==> src/rtl/rr_decoder_arbiter.sv <==
// Round-robin arbiter with bounded tenure and a one-cycle gap between grants.
// The one-hot grant is produced by decoding the registered index.

module decoder_nbit #(
   parameter int N = 2
) (
   input  logic [N-1:0]    a,
   input  logic            enable,
   output logic [2**N-1:0] y
);
   always_comb begin
      y = '0;
      if (enable) y[a] = 1'b1;
   end
endmodule

module rr_decoder_arbiter #(
   parameter int N        = 2,
   parameter int HOLD_MAX = 8
) (
   input  logic            clk,
   input  logic            reset,
   input  logic [2**N-1:0] req,
   output logic [2**N-1:0] grant,
   output logic [N-1:0]    grant_idx,
   output logic            grant_valid
);
   localparam int M = 2**N;
   localparam logic [7:0] HOLD_LAST = 8'(HOLD_MAX - 1);

   typedef enum logic [1:0] {S_IDLE, S_GRANT, S_GAP} state_t;

   state_t       r_state, w_state_nxt;
   logic [N-1:0] r_ptr, w_ptr_nxt;
   logic [N-1:0] r_idx, w_idx_nxt;
   logic [7:0]   r_cnt, w_cnt_nxt;
   logic         r_valid, w_valid_nxt;
   logic [N-1:0] w_win_idx;
   logic         w_win_found;

   // Cyclic search from r_ptr; walking offsets downward lets the nearest hit win.
   always_comb begin
      w_win_idx   = r_ptr;
      w_win_found = 1'b0;
      for (int k = M - 1; k >= 0; k--) begin
         logic [N-1:0] cand;
         cand = r_ptr + k[N-1:0];
         if (req[cand]) begin
            w_win_idx   = cand;
            w_win_found = 1'b1;
         end
      end
   end

   always_comb begin
      w_state_nxt = r_state;
      w_ptr_nxt   = r_ptr;
      w_idx_nxt   = r_idx;
      w_cnt_nxt   = r_cnt;
      w_valid_nxt = r_valid;
      case (r_state)
         S_GRANT: begin
            if (!req[r_idx] || r_cnt == HOLD_LAST) begin
               w_state_nxt = S_GAP;
               w_valid_nxt = 1'b0;
               w_ptr_nxt   = r_idx + 1'b1;
            end else begin
               w_cnt_nxt = r_cnt + 8'd1;
            end
         end
         default: begin
            if (w_win_found) begin
               w_state_nxt = S_GRANT;
               w_idx_nxt   = w_win_idx;
               w_valid_nxt = 1'b1;
               w_cnt_nxt   = 8'd0;
            end else begin
               w_state_nxt = S_IDLE;
               w_valid_nxt = 1'b0;
            end
         end
      endcase
   end

   always_ff @(posedge clk or posedge reset) begin
      if (reset) begin
         r_state <= S_IDLE;
         r_ptr   <= '0;
         r_idx   <= '0;
         r_cnt   <= 8'd0;
         r_valid <= 1'b0;
      end else begin
         r_state <= w_state_nxt;
         r_ptr   <= w_ptr_nxt;
         r_idx   <= w_idx_nxt;
         r_cnt   <= w_cnt_nxt;
         r_valid <= w_valid_nxt;
      end
   end

   assign grant_idx   = r_idx;
   assign grant_valid = r_valid;

   decoder_nbit #(.N(N)) u_dec (
      .a      (r_idx),
      .enable (r_valid),
      .y      (grant)
   );
endmodule

==> config.mk <==
export PLATFORM = sky130hd
export DESIGN_NAME = rr_decoder_arbiter
export DESIGN_NICKNAME = d
export VERILOG_FILES = /design/src/rtl/rr_decoder_arbiter.sv
export SDC_FILE = /design/constraint.sdc
export NUM_CORES = 1
export LEC_CHECK = 0
export ABC_AREA = 1
export CAP_MARGIN = 10
export CORE_ASPECT_RATIO = 1.5
export CORE_MARGIN = 2
export CORE_UTILIZATION = 54
export DETAILED_ROUTE_END_ITERATION = 6
export PLACE_DENSITY = 0.78
export SYNTH_ARGS = -nofsm -noshare
export SYNTH_HDL_FRONTEND = slang
export SYNTH_HIERARCHICAL = 1
export SYNTH_SLANG_ARGS = --single-unit
export TNS_END_PERCENT = 20
==> constraint.sdc <==
create_clock -name clk -period 1.9 [get_ports clk]
set_input_delay 0.38 -clock clk [delete_from_list [all_inputs] [get_ports clk]]
set_output_delay 0.38 -clock clk [all_outputs]
set_load 0.05 [all_outputs]
==> flow_metrics.env <==
export IMPL_status="complete, no violations"
export IMPL_design_die_area_um2=2396
export IMPL_p_per_area_nw_per_um2=1861
export IMPL_cellLeakagePower_nw=0.6806
export IMPL_maximum_net_fanout_on_the_critical_path=10
export IMPL_synthesis_yosys_warnings=6
export IMPL_cp_required_ns=1.52
export IMPL_io_pins=13
export IMPL_clock_latency_ns=0.28
export IMPL_grt_pass1_vias=938
export IMPL_final_cell_area_um2=1299
export IMPL_route_final_wire_length_um=2255
export IMPL_max_vdd_ir_drop_uv=1060
export IMPL_yosys_mux_area_fraction_pct=0
export IMPL_place_area_um2=1262
export IMPL_synth_compound_area_share_pct=7.135
export IMPL_skew_ns=0.008716
export IMPL_core_rowCount=19
export IMPL_grt_util_all_layers_pct=21.97
export IMPL_route_detailed_vias_per_inst=5.200
export IMPL_ctsRootBufferMaster="clkbuf_4"
export IMPL_filler_cell_count=170
export IMPL_timing_setup_critical_path_class="reg2out"
export IMPL_initial_utilization_pct=58.64
export IMPL_place_port_buffers=12
export IMPL_dieWidth_um=40.64
export IMPL_slew_violations=0
export IMPL_dp_hpwl_um=1762
export IMPL_dominant_combinational_cell_family_by_area_after_synthesis="simple AND/OR/NAND/NOR gates"
export IMPL_min_period_over_period_pct=88.85
export IMPL_first_pass_iters=4
export IMPL_synth_yosys_seq_area_share_pct=32.22
export IMPL_cts_buffers=3
export IMPL_synthesis_instances=158
export IMPL_synth_top_area_cell="dfrtp_1"
export IMPL_antennaDiodeCount=0
export IMPL_ctsResizeCount=0
export IMPL_max_cap_violations=0
export IMPL_finalHoldViolations=0
export IMPL_tritoncts_clock_tree="built"
export IMPL_clock_fmax_ghz=0.5924
export IMPL_area_delta_synth_final_pct=19.45
export IMPL_preCtsSetupSlack_ns=0.03376
export IMPL_crit_path_start_kind="flop"
export IMPL_routedWlPerCell_um=11.56
export IMPL_clock_sinks=14
export IMPL_worst_endpoint_arrival_ns=1.31
export IMPL_die_h_um=58.96
export IMPL_route_antenna_remaining_nets=0
export IMPL_grt_pass1_wl_um=3677
export IMPL_grt_max_degree=15
export IMPL_rsz_0062_raised_after_global_routing="false"
export IMPL_synthesis_area_um2=1087
export IMPL_drive_above_1_share_pct=18.97
export IMPL_postSynthRegisterBits=14
export IMPL_total_via_count_in_the_routed_design=1014
export IMPL_post_synth_xor_area_fraction_pct=3.222
export IMPL_worst_slew_pin_slew_ns=0.5340
export IMPL_total_negative_setup_slacks_ns=0
export IMPL_post_synth_num_cell_types=27
export IMPL_gp_congestion=0.7563
export IMPL_timing_slew_headroom_pct=64.36
export IMPL_synth_top_area_share_pct=32.22
export IMPL_drt_iter0_drcs=27
export IMPL_grt_overflow_total=0
export IMPL_htreeDepth=1
export IMPL_cts_hold_buffers=0
export IMPL_mean_instance_size_in_the_synthesized_netlist_um2=6.882
export IMPL_post_route_min_period_ns=1.688
export IMPL_antenna_violations_before_repair=0
export IMPL_crit_path_end_kind="output port"
export IMPL_floorplan_core_area_um2=1854
export IMPL_synth_adder_area_share_pct=1.151
export IMPL_cts_setup_buffers=0
export IMPL_num_nets_final=182
export IMPL_hold_slack_ns=0.4251
export IMPL_drt_drc_violations_left=0
export IMPL_final_setup_worst_slack_ns=0.2118
export IMPL_post_synth_main_area_contributors="dfrtp_1 32%, nand2_1 23%, inv_1 5.5%"
export IMPL_clk_path_buf_depth=2
export IMPL_synth_simple_area_share_pct=47.41
export IMPL_finalSetupViolCount=0
export IMPL_synth_net_count=165
export IMPL_min_delay_path_class="in2async"
export IMPL_worst_setup_hold_path_clk_slew_ns=0.09
cells in the mapped netlist, drive strengths merged:
master,n
a21oi,2
buf,1
bufinv,1
dfrtp,14
ha,1
inv,18
nand2,78
nand3,8
nand3b,1
nand4,1
nor2,16
nor3,3
nor3b,2
o211ai,1
o21ai,6
o21bai,1
xnor2,3
xor2,1
flip-flops by register name (all words and copies together), names as in the netlist:
register and cells:
r_state 2, r_ptr 2, grant_idx 2, r_cnt 8
layout make-up:
cell class                      count  area, um^2  share of cell area [%]
Sequential cell                    14       350.3                   26.97
Timing Repair Buffer               13       160.2                   12.33
Multi-Input combinational cell    124       640.6                   49.33
Clock buffer                        4       36.28                   2.794
Tap cell                           21       26.28                   2.023
Inverter                           19       85.08                   6.551
where the power goes:
group | leakage, nW | total [mW] | switching, mW | internal [mW]
clock network | 0.0210 | 0.216 | 0.0989 | 0.117
registers | 0.184 | 0.515 | 0.127 | 0.388
logic | 0.476 | 1.69 | 1.06 | 0.621
per-layer routing:
metal  track usage [%]  vias to the layer above  part of all wire, %
met5                 0                        -                    0
met4             13.33                        0                  3.9
met3             1.132                       11                  1.6
met2             40.14                       18                   55
met1             22.25                      468                   40
li1                  -                      517                    -
per-stage QoR:
step / power, mW / util, % / cells
finish: 2.416 / 70.04 / 195
global route: 2.598 / 70.04 / 195
floorplan: 1.779 / - / 158
CTS: 2.431 / 70.04 / 195
detailed placement: 2.213 / 68.08 / 191
global placement: 2.170 / 68.08 / 191
layout by cell type (no fill, tap or decap):
master / synthesis / final
o21ai_1: 4 / 4
ha_1: 1 / 1
clkdlybuf4s50_1: 0 / 5
clkbuf_8: 0 / 1
bufinv_8: 1 / 1
nor3b_1: 2 / 2
a21oi_4: 1 / 1
a21oi_1: 1 / 1
nor3_1: 3 / 3
nand3b_1: 1 / 1
nor2_2: 2 / 2
nand4_1: 1 / 1
o21ai_0: 1 / 1
buf_12: 0 / 4
clkbuf_4: 0 / 3
nand2_4: 3 / 3
nand3_1: 8 / 8
xor2_1: 1 / 1
nor2_4: 2 / 2
o211ai_1: 1 / 1
inv_2: 2 / 2
dfrtp_1: 14 / 14
xnor2_1: 3 / 3
nand2_1: 67 / 67
buf_4: 0 / 4
o21ai_4: 1 / 1
nand2_2: 8 / 8
o21bai_1: 1 / 1
inv_1: 16 / 16
nor2_8: 1 / 1
nor2_1: 11 / 11
worst max-delay path, stage by stage, from the launching register on:
cell and delay, ns:
dfrtp_1 0.55, nand2_1 0.11, nor2_1 0.19, buf_12 0.17
logic make-up after synthesis:
logic type | count (synthesis)
AO/OA/AOI/OAI | 10
XOR/XNOR | 4
adder cells (fa/ha/maj) | 1
buffers and inverters | 20
flip-flops | 14
AND/OR/NAND/NOR | 109
final timing paths:
| check | from | endpoint | slack (ns) | cells after the start |
|---|---|---|---|---|
| worst max-delay path | grant_idx[0] | grant[1] | 0.21 | 3 |
| max in group asynchronous | reset | r_ptr[0] | 1.11 | 2 |
| worst max register to register | r_ptr[0] | r_cnt[6] | 0.35 | 11 |
| min in group clk | r_cnt[1] | r_cnt[1] | 0.52 | 2 |
| worst min-delay path | reset | r_ptr[1] | 0.43 | 2 |
| worst min register to register | r_cnt[1] | r_cnt[1] | 0.52 | 2 |
Power figures use the tool's default switching activity.
